<file path="src/rtl/interlaken_seq_pkg.sv">
// Shared definitions for the Interlaken latency-test sequencers.
// The driver side and the repeater side both use the state encodings and
// handshake codes below, so the two ends of the link agree on them.
package interlaken_seq_pkg;

    localparam int STATE_W = 4;
    typedef logic [STATE_W-1:0] seq_state_t;

    localparam seq_state_t ST_GT_LOCK_WAIT  = 4'd0;
    localparam seq_state_t ST_RX_ALIGN_WAIT = 4'd1;
    localparam seq_state_t ST_HS_WAIT       = 4'd2;
    localparam seq_state_t ST_HS_ACK        = 4'd3;
    localparam seq_state_t ST_RESTART_PULSE = 4'd4;
    localparam seq_state_t ST_BUSY_WAIT     = 4'd5;
    localparam seq_state_t ST_SESSION_RUN   = 4'd6;
    localparam seq_state_t ST_SESSION_DRAIN = 4'd7;
    localparam seq_state_t ST_DONE          = 4'd8;
    localparam seq_state_t ST_FAIL          = 4'd9;

    localparam logic [7:0] HS_REQ_START   = 8'hA5;
    localparam logic [7:0] HS_REQ_RESTART = 8'hC3;
    localparam logic [7:0] HS_ACK_START   = 8'h5A;
    localparam logic [7:0] HS_ACK_RESTART = 8'h3C;

    // States in which the sequencer is waiting on an external event and
    // must give up after the timeout window.
    function automatic logic is_timed_state(seq_state_t s);
        return (s == ST_RX_ALIGN_WAIT) || (s == ST_HS_WAIT) ||
               (s == ST_BUSY_WAIT) || (s == ST_SESSION_RUN) ||
               (s == ST_SESSION_DRAIN);
    endfunction

    // States that require the RX lanes to stay aligned.
    function automatic logic needs_align(seq_state_t s);
        return (s >= ST_HS_WAIT) && (s <= ST_SESSION_DRAIN);
    endfunction

endpackage

</file>
<file path="src/rtl/interlaken_seq_timeout_cntr.sv">
// Loadable, clearable up-counter with an expiry strobe.
// 'expired' is a pure decode of the current count so a caller can fold it
// into next-state logic and clear the counter in the same cycle.
module interlaken_seq_timeout_cntr #(
    parameter int W = 20
) (
    input  logic         clk,
    input  logic         rst_n,
    input  logic         clr,
    input  logic         load,
    input  logic [W-1:0] load_val,
    input  logic         en,
    input  logic [W-1:0] limit,
    output logic         expired
);

    logic [W-1:0] count;

    // Clear wins over load, load wins over count.
    always_ff @(posedge clk or negedge rst_n) begin
        if (!rst_n)
            count <= '0;
        else if (clr)
            count <= '0;
        else if (load)
            count <= load_val;
        else if (en)
            count <= count + 1'b1;
    end

    assign expired = en && (count == limit);

endmodule

</file>
<file path="src/rtl/interlaken_rpt_seq_responder.sv">
// Repeater-side test sequencer: answers the driver's START/RESTART
// handshake, restarts the local LBUS exdes, and tracks each packet session
// through to completion, reporting timeouts and RX failures.
module interlaken_rpt_seq_responder
    import interlaken_seq_pkg::*;
#(
    parameter logic [19:0] TIMEOUT_CYCLES = 20'hF_FFFF,
    parameter int          NUM_SESSIONS   = 2,
    parameter logic [7:0]  REQ_START      = HS_REQ_START,
    parameter logic [7:0]  REQ_RESTART    = HS_REQ_RESTART,
    parameter logic [7:0]  ACK_START      = HS_ACK_START,
    parameter logic [7:0]  ACK_RESTART    = HS_ACK_RESTART
) (
    input  logic         init_clk,
    input  logic         sys_reset_n,
    input  logic         rx_gt_locked,
    input  logic         rx_aligned,
    input  logic         hs_req_valid,
    input  logic [7:0]   hs_req_code,
    input  logic         hs_ack_ready,
    output logic         hs_ack_valid,
    output logic [7:0]   hs_ack_code,
    input  logic         tx_busy,
    input  logic         tx_done,
    input  logic         rx_busy,
    input  logic         rx_done,
    input  logic         rx_failed,
    output logic         lbus_tx_rx_restart,
    output logic [3:0]   state,
    output logic [3:0]   sessions_done,
    output logic [7:0]   bad_req_cnt,
    output logic         timed_out,
    output logic         rx_failed_flag,
    output logic         test_done
);

    localparam logic [19:0] TMO_LIMIT = TIMEOUT_CYCLES - 20'd1;
    localparam logic [3:0]  SESS_LAST = NUM_SESSIONS[3:0];

    seq_state_t state_q, state_nxt;
    logic [3:0] sess_q;
    logic [7:0] bad_q;
    logic [7:0] ack_code_q;
    logic       tx_done_lat, rx_done_lat;
    logic       timed_out_q, rx_failed_q;

    logic       tmo_exp, tmo_clr, tmo_en;
    logic       align_lost;
    logic       ack_load, bad_inc, sess_inc;
    logic [7:0] exp_req, exp_ack;
    logic [3:0] sess_next;

    assign align_lost = !rx_aligned && needs_align(state_q);
    assign exp_req    = (sess_q == 4'd0) ? REQ_START : REQ_RESTART;
    assign exp_ack    = (sess_q == 4'd0) ? ACK_START : ACK_RESTART;
    assign sess_next  = sess_q + 4'd1;
    assign tmo_en     = is_timed_state(state_q);
    assign tmo_clr    = (state_nxt != state_q) || !tmo_en;

    interlaken_seq_timeout_cntr #(.W(20)) u_tmo (
        .clk      (init_clk),
        .rst_n    (sys_reset_n),
        .clr      (tmo_clr),
        .load     (1'b0),
        .load_val (20'd0),
        .en       (tmo_en),
        .limit    (TMO_LIMIT),
        .expired  (tmo_exp)
    );

    // Next-state decode; alignment loss overrides timeout, which overrides
    // the normal transition. Side effects only fire on the normal path.
    always_comb begin
        state_nxt = state_q;
        ack_load  = 1'b0;
        bad_inc   = 1'b0;
        sess_inc  = 1'b0;
        case (state_q)
            ST_GT_LOCK_WAIT:  if (rx_gt_locked) state_nxt = ST_RX_ALIGN_WAIT;
            ST_RX_ALIGN_WAIT: if (rx_aligned) state_nxt = ST_HS_WAIT;
            ST_HS_WAIT: begin
                if (hs_req_valid) begin
                    if (hs_req_code == exp_req) begin
                        state_nxt = ST_HS_ACK;
                        ack_load  = 1'b1;
                    end else begin
                        bad_inc = 1'b1;
                    end
                end
            end
            ST_HS_ACK:        if (hs_ack_ready) state_nxt = ST_RESTART_PULSE;
            // Session 1 needs no restart: the exdes starts on alignment.
            ST_RESTART_PULSE: state_nxt = (sess_q == 4'd0) ? ST_SESSION_RUN : ST_BUSY_WAIT;
            ST_BUSY_WAIT:     if (tx_busy && rx_busy) state_nxt = ST_SESSION_RUN;
            ST_SESSION_RUN: begin
                if ((tx_done || tx_done_lat) && (rx_done || rx_done_lat))
                    state_nxt = ST_SESSION_DRAIN;
            end
            ST_SESSION_DRAIN: begin
                if (!tx_busy && !rx_busy) begin
                    sess_inc  = 1'b1;
                    state_nxt = (sess_next == SESS_LAST) ? ST_DONE : ST_HS_WAIT;
                end
            end
            default: state_nxt = state_q;
        endcase
        if (tmo_exp || align_lost) begin
            ack_load = 1'b0;
            bad_inc  = 1'b0;
            sess_inc = 1'b0;
        end
        if (tmo_exp)    state_nxt = ST_FAIL;
        if (align_lost) state_nxt = ST_RX_ALIGN_WAIT;
    end

    // State, counters and handshake code.
    always_ff @(posedge init_clk or negedge sys_reset_n) begin
        if (!sys_reset_n) begin
            state_q    <= ST_GT_LOCK_WAIT;
            sess_q     <= 4'd0;
            bad_q      <= 8'd0;
            ack_code_q <= 8'd0;
        end else begin
            state_q <= state_nxt;
            if (sess_inc) sess_q <= sess_next;
            if (bad_inc && bad_q != 8'hFF) bad_q <= bad_q + 8'd1;
            if (ack_load) ack_code_q <= exp_ack;
        end
    end

    // Done latches live only while the session stays in SESSION_RUN.
    always_ff @(posedge init_clk or negedge sys_reset_n) begin
        if (!sys_reset_n) begin
            tx_done_lat <= 1'b0;
            rx_done_lat <= 1'b0;
        end else if (state_q == ST_SESSION_RUN && state_nxt == ST_SESSION_RUN) begin
            tx_done_lat <= tx_done_lat | tx_done;
            rx_done_lat <= rx_done_lat | rx_done;
        end else begin
            tx_done_lat <= 1'b0;
            rx_done_lat <= 1'b0;
        end
    end

    // Sticky status flags.
    always_ff @(posedge init_clk or negedge sys_reset_n) begin
        if (!sys_reset_n) begin
            timed_out_q <= 1'b0;
            rx_failed_q <= 1'b0;
        end else begin
            if (tmo_exp && !align_lost) timed_out_q <= 1'b1;
            if (rx_failed)              rx_failed_q <= 1'b1;
        end
    end

    assign hs_ack_valid       = (state_q == ST_HS_ACK);
    assign hs_ack_code        = ack_code_q;
    assign lbus_tx_rx_restart = (state_q == ST_RESTART_PULSE) && (sess_q != 4'd0);
    assign state              = state_q;
    assign sessions_done      = sess_q;
    assign bad_req_cnt        = bad_q;
    assign timed_out          = timed_out_q;
    assign rx_failed_flag     = rx_failed_q;
    assign test_done          = (state_q == ST_DONE);

endmodule
</file>
<file path="config.mk">
export PLATFORM = sky130hd
export DESIGN_NAME = interlaken_rpt_seq_responder
export DESIGN_NICKNAME = d
export VERILOG_FILES = /design/src/rtl/interlaken_seq_pkg.sv /design/src/rtl/interlaken_seq_timeout_cntr.sv /design/src/rtl/interlaken_rpt_seq_responder.sv
export SDC_FILE = /design/constraint.sdc
export NUM_CORES = 1
export LEC_CHECK = 0
export CAP_MARGIN = 5
export CORE_UTILIZATION = 52
export CTS_CLUSTER_DIAMETER = 60
export CTS_CLUSTER_SIZE = 12
export DETAILED_ROUTE_END_ITERATION = 10
export GPL_ROUTABILITY_DRIVEN = 0
export PLACE_DENSITY = 0.89
export SETUP_SLACK_MARGIN = 0.05
export SYNTH_ARGS = -nofsm -noshare
export SYNTH_HDL_FRONTEND = slang
export SYNTH_SLANG_ARGS = --single-unit
</file>
<file path="constraint.sdc">
create_clock -name init_clk -period 2.8 [get_ports init_clk]
set_clock_uncertainty 0.15 [all_clocks]
set_input_delay 0.42 -clock init_clk [delete_from_list [all_inputs] [get_ports init_clk]]
set_output_delay 0.42 -clock init_clk [all_outputs]
set_load 0.01 [all_outputs]
</file>
After elaboration in Yosys (flattened, before gate mapping)
Index checks and enable logic that the tools add are counted.
Cells by class
  add/subtract/negate cells: 3
  order comparisons: 2
  equality and inequality tests: 14
  muxes and demuxes: 30
  bitwise gates (word level): 2
  reductions and logical operators: 27
Operators with widths (count)
  4-bit 2-to-1 mux: 11
  20-bit 2-to-1 mux: 2
  4-bit one-hot mux with 8 select lines: 1
  20-bit by 1-bit adder with 20-bit output (second input constant): 1
  20-bit == test (second input constant): 1
  4-bit by 3-bit == test with 1-bit output (second input constant): 5
  7-bit 2-to-1 mux: 2
  1-bit 2-to-1 mux: 13
  4-bit by 2-bit == test with 1-bit output (second input constant): 3
  1-bit logical AND: 10
  8-bit by 1-bit adder with 8-bit output (second input constant): 1
  8-bit == test: 1
  4-bit logical NOT: 2
  1-bit logical OR: 8
  8-bit != test (second input constant): 1
  1-bit logical NOT: 5
  4-bit by 1-bit adder with 4-bit output (second input constant): 1
  4-bit by 1-bit == test with 1-bit output (second input constant): 1
  4-bit == test (second input constant): 1
  4-bit by 2-bit >= comparator with 1-bit output (second input constant): 1
  4-bit by 3-bit less-or-equal comparator with 1-bit output (second input constant): 1
  4-bit != test: 1
  4-bit nonzero test: 1
  2-bit 2-to-1 mux: 1
  other kinds (2): 3
Storage, ports and cells
  register bits: 48
  bits of input ports: 19
  output and inout port bits: 29

Logic depth before layout (Yosys ltp)
  word-level depth: 11
  depth in mapped cells: 9

Hierarchy
A second synthesis with hierarchy kept.
Unflattened totals
  cells, all modules: 334
  area, all modules: 2962.8 sq um
Modules (own cells, without submodules)
  interlaken_rpt_seq_responder: times used 1, cells each 162, area an instance 1515.2 sq um, sequential area each 575.6 sq um
  interlaken_seq_timeout_cntr: times used 1, cells each 172, area an instance 1447.6 sq um, sequential area each 500.5 sq um

Worst setup path before layout
No wires, ideal clock.
  kind: register to register
  start point: register sess_q[0], in the netlist sessions_done[0]
  end point: register u_tmo.count[2]
  data arrival time: 2373 ps
  data required time: 2555 ps
  slack: 181 ps
  stages on the path, launching flop included: 10
  buffers on the path: 1
  period minus slack after synthesis: 2619 ps
  path through: dfrtp_1 inv_1 ha_1 nor3b_2 nor4_1 or4b_4 nor4_4 xnor2_1 buf_6 nor4_4
Between the ends
  elaborated cells between the ends (all ways): 17
  those cells by class: add/sub (1); eq/ne (3); mux (10); reduce/logical (3)
RTL lines
  from (decl): line interlaken_rpt_seq_responder.sv:41  | logic [3:0] sess_q;
  from (signal assigned): line interlaken_rpt_seq_responder.sv:125  | if (sess_inc) sess_q <= sess_next;
  4-bit by 1-bit adder with 4-bit output *: line interlaken_rpt_seq_responder.sv:56  | assign sess_next = sess_q + 4'd1;
  via sess_next[0]: line interlaken_rpt_seq_responder.sv:51  | logic [3:0] sess_next;
  4-bit by 2-bit == test with 1-bit output *: line interlaken_rpt_seq_responder.sv:102  | state_nxt = (sess_next == SESS_LAST) ? ST_DONE : ST_HS_WAIT;
  4-bit 2-to-1 mux *: line interlaken_rpt_seq_responder.sv:102
  4-bit 2-to-1 mux *: line interlaken_rpt_seq_responder.sv:100  | if (!tx_busy && !rx_busy) begin
  4-bit one-hot mux with 8 select lines *: line interlaken_rpt_seq_responder.sv:78  | case (state_q)
  4-bit 2-to-1 mux *: line interlaken_rpt_seq_responder.sv:112  | if (tmo_exp) state_nxt = ST_FAIL;
  4-bit 2-to-1 mux *: line interlaken_rpt_seq_responder.sv:113  | if (align_lost) state_nxt = ST_RX_ALIGN_WAIT;
  4-bit != test *: line interlaken_rpt_seq_responder.sv:58  | assign tmo_clr = (state_nxt != state_q) || !tmo_en;
  1-bit logical OR *: line interlaken_rpt_seq_responder.sv:58
  20-bit 2-to-1 mux / 2-bit nonzero test (equally long branches)
  to (signal assigned): line interlaken_seq_timeout_cntr.sv:26  | count <= load_val;
  to (signal assigned): line interlaken_seq_timeout_cntr.sv:28  | count <= count + 1'b1;
  to (decl): line interlaken_seq_timeout_cntr.sv:17  | logic [W-1:0] count;
The timed path passes the listed nets; every way through them passes the cells marked *.
A chain may end at the register's enable or synchronous reset.

Worst setup path in the final report
  start point: register sess_q[1], in the netlist sessions_done[1]
  end point: register u_tmo.count[5]
Between the ends
  word-level cells in the longest chain between the ends: 11
  elaborated cells between the ends (all ways): 17
  those cells by class: add/sub (1); eq/ne (3); mux (10); reduce/logical (3)
Ends and longest elaborated chain (line)
  parallel branches: the longest is 5 deep, another holds 4-bit by 1-bit adder with 4-bit output
  4-bit one-hot mux with 8 select lines *: interlaken_rpt_seq_responder.sv:78
  4-bit 2-to-1 mux *: interlaken_rpt_seq_responder.sv:112
  4-bit 2-to-1 mux *: interlaken_rpt_seq_responder.sv:113
  4-bit != test *: interlaken_rpt_seq_responder.sv:58
  1-bit logical OR *: interlaken_rpt_seq_responder.sv:58
  20-bit 2-to-1 mux / 2-bit nonzero test (equally long branches)
Mark *: on every way between the ends.

==> impl_metrics.yaml <==
routing:
  dr_wl_met2_um: 2660
  drc: 0
  wl_per_cell_um: 14.7
  ant_nets: 0
  wl_met3_um: 302
  wirelength_um: 5360
  first_pass_iters: 4
  vias: 2007
  maxUsedRoutingLayer: "met4"
  drt-met1-wl_um: 2340
  viasPerCell: 5.50
  drtIter0Drc: 82
synthesis:
  synth_top_cells_by_area: "dfrtp_1 42%, nor4_2 9.3%, xor2_1 6.1%"
  syn_area_um2: 2560
  synth_edf_count: 0
  synth-seq-area-share_pct: 42.0
  yosysTopAreaCell: "dfrtp_1"
  ys_top_cells_by_count: "43 x dfrtp_1, 19 x nor4_2, 18 x nor2_1, 18 x xor2_1, 15 x nand3_1"
  synth_async_sr_flop_share_pct: 100
  synth_top_area_share_pct: 42.0
  syn_avg_cell_area_um2: 10.5
  ys_warn_count: 0
  ys_ff_latch: 43
  yosysMostFrequentCell: "dfrtp_1"
  ys.flop_type: "dfrtp_1"
  synth.distinct_cells: 49
  synth_cells: 244
floorplanning:
  start_util_pct: 54.3
  die_y_um: 72.2
  rows: 25
  io_pins: 48
  core_area_um2: 4720
  die-area_um2: 5220
  fp.dieW_um: 72.2
sta:
  tightest_slew_ns: 0.935
  timing.final.crit_period_ns: 2.65
  setup_ws_ns: 0.152
  max_slew_margin_pct: 37.7
  fmax_ghz: 0.378
  hold_viol_final: 0
  drv_slew: 0
  setup_viol: 0
  period_share_pct: 94.6
  whs_ns: 0.107
  fin_setup_tns_ns: 0
  rsz0062_at_grt: "yes"
setup_path:
  crit_path_top_delay_cell: "or4b_4"
  critPathLaunchType: "register"
  crit_top_cell: "nor4_2"
  worst_r2r_path_depth: 9
  cp.arrival_ns: 2.70
  crit_family: "simple AND/OR/NAND/NOR gates"
  crit_fanout: 20
  endpoint_kind: "register"
  slowest_delay_ns: 0.56
  path_cells: "inv_1 -> ha_1 -> nor3b_4 -> nor4_2 -> or4b_4 -> nor4_4 -> xnor2_2 -> buf_12 -> nor4_2"
  required_ns: 2.86
  path_buf_inv: 2
  path_depth: 9
  worst-setup-path-type: "register to register"
run_status:
  outcome: "complete, no violations"
clock_tree:
  cts_buffers: 5
  clk_pin_slew_ns: 0.08
  cts_root_buf: "clkbuf_8"
  cts_tree: "built"
  clockBufferDepth: 2
  cts_num_sinks: 43
  postCtsHoldBufs: 0
  cts_max_level: 2
  clk_latency_ns: 0.30
cells_and_area:
  nets: 322
  drive_gt1_share_pct: 22.1
  fin_util_pct: 69.1
  fillers: 342
  area_delta_synth_final_pct: 27.2
  antenna_cells: 0
grt:
  grt_max_degree: 44
  grt-ovfl-total: 0
  grt_use_total_pct: 21.5
  grt_pass1_wl_um: 8650
  antenna_found_initial: 0
  grt_pass1_vias: 1863
pwr:
  leakage_nw: 1.27
  ir_worst_vdd_uv: 492
  power_density_nw_per_um2: 761
job:
  drv_cap: 0
placement:
  port_buffers: 45
  hpwl_um: 3640
  dp_slack_ns: 0.0265
min_path:
  holdCritPathClass: "input pin to async pin"
## through the flow
step / instances / power (mW) / area [µm²]
6_report: 365 / 2.48 / 3260
5_1_grt: 365 / 2.63 / 3260
4_1_cts: 364 / 2.45 / 3230
3_5_place_dp: 356 / 2.00 / 3120
3_3_place_gp: 356 / 1.97 / 3120
2_1_floorplan: 245 / 1.61 / 2570
## cells by family (layout without fill, tap and decap cells)
group                      after synthesis  count (layout)  synth area share [%]
xor gates and xnor gates                30              30                  10.2
buffers and inverters                   23              76                  5.95
muxes                                    4               4                  1.71
AOI/OAI and AO/OA                       22              22                  5.47
DFF                                     43              43                  42.0
and+or+nand+nor                        115             115                  31.6
adders and majority gates                6               6                  2.93
other                                    1               2                 0.146
## flip-flops by register name, indices dropped and copies added, names as in the netlist
register and cells:
bad_req_cnt 8, hs_ack_code 3, rx_done_lat 1, rx_failed_flag 1, sessions_done 4, state 4, timed_out 1, tx_done_lat 1
u_tmo.count 20
## cell type report
| type | count | area, µm² | area share, % |
|---|---|---|---|
| repair buffers | 60 | 583 | 17.9 |
| well taps | 67 | 83.8 | 2.57 |
| clock buffers | 7 | 96.3 | 2.95 |
| multi-input cells | 179 | 1380 | 42.4 |
| inverters | 8 | 30.0 | 0.921 |
| clock inverters | 1 | 7.51 | 0.230 |
| flip-flops and latches | 43 | 1080 | 33.0 |
## repair_timing
item | in CTS | in global routing
endpoints found under the setup margin | 0 | 21
gates resized for setup | 0 | 6
setup buffers | 0 | 1
hold endpoints to repair | 0 | 0
## placed cells by master (no fill, tap or decap), types with 3 or more instances in the layout
cell type	instances
xor2_1	18
o21ai_0	6
nor4_2	19
a21oi_1	4
xnor2_1	11
inv_1	8
clkdlybuf4s50_1	44
nor2_1	18
nand3_1	15
clkbuf_8	7
ha_1	6
dfrtp_1	42
nand4_1	11
nand2_1	14
and3_1	3
nor4_1	4
mux2_2	3
nor3_1	8
nor4_4	3
buf_4	13
## where the power goes
part	internal, mW	switching [mW]	leakage (nW)
combinational	0.562	0.670	0.645
sequential	0.697	0.116	0.577
clock	0.224	0.213	0.0505
total	1.48	1.00	1.27
## routing by layer
layer,GRT usage [%],vias to the layer above
met5,0,-
met4,5.88,0
met3,6.53,7
met2,36.9,47
met1,26.1,976
li1,-,977
## path summary, 6_finish.rpt
path / startpoint / endpoint / slack (ns)
setup / recovery: sessions_done[1] / u_tmo.count[5] / 0.15
hold / removal: sys_reset_n / u_tmo.count[12] / 0.11
setup reg to reg: sessions_done[1] / u_tmo.count[5] / 0.15
hold reg to reg: rx_failed_flag / rx_failed_flag / 0.33
max in group asynchronous: sys_reset_n / state[2] / 1.75
min in group init_clk: rx_failed_flag / rx_failed_flag / 0.33
Power figures use the tool's default switching activity.
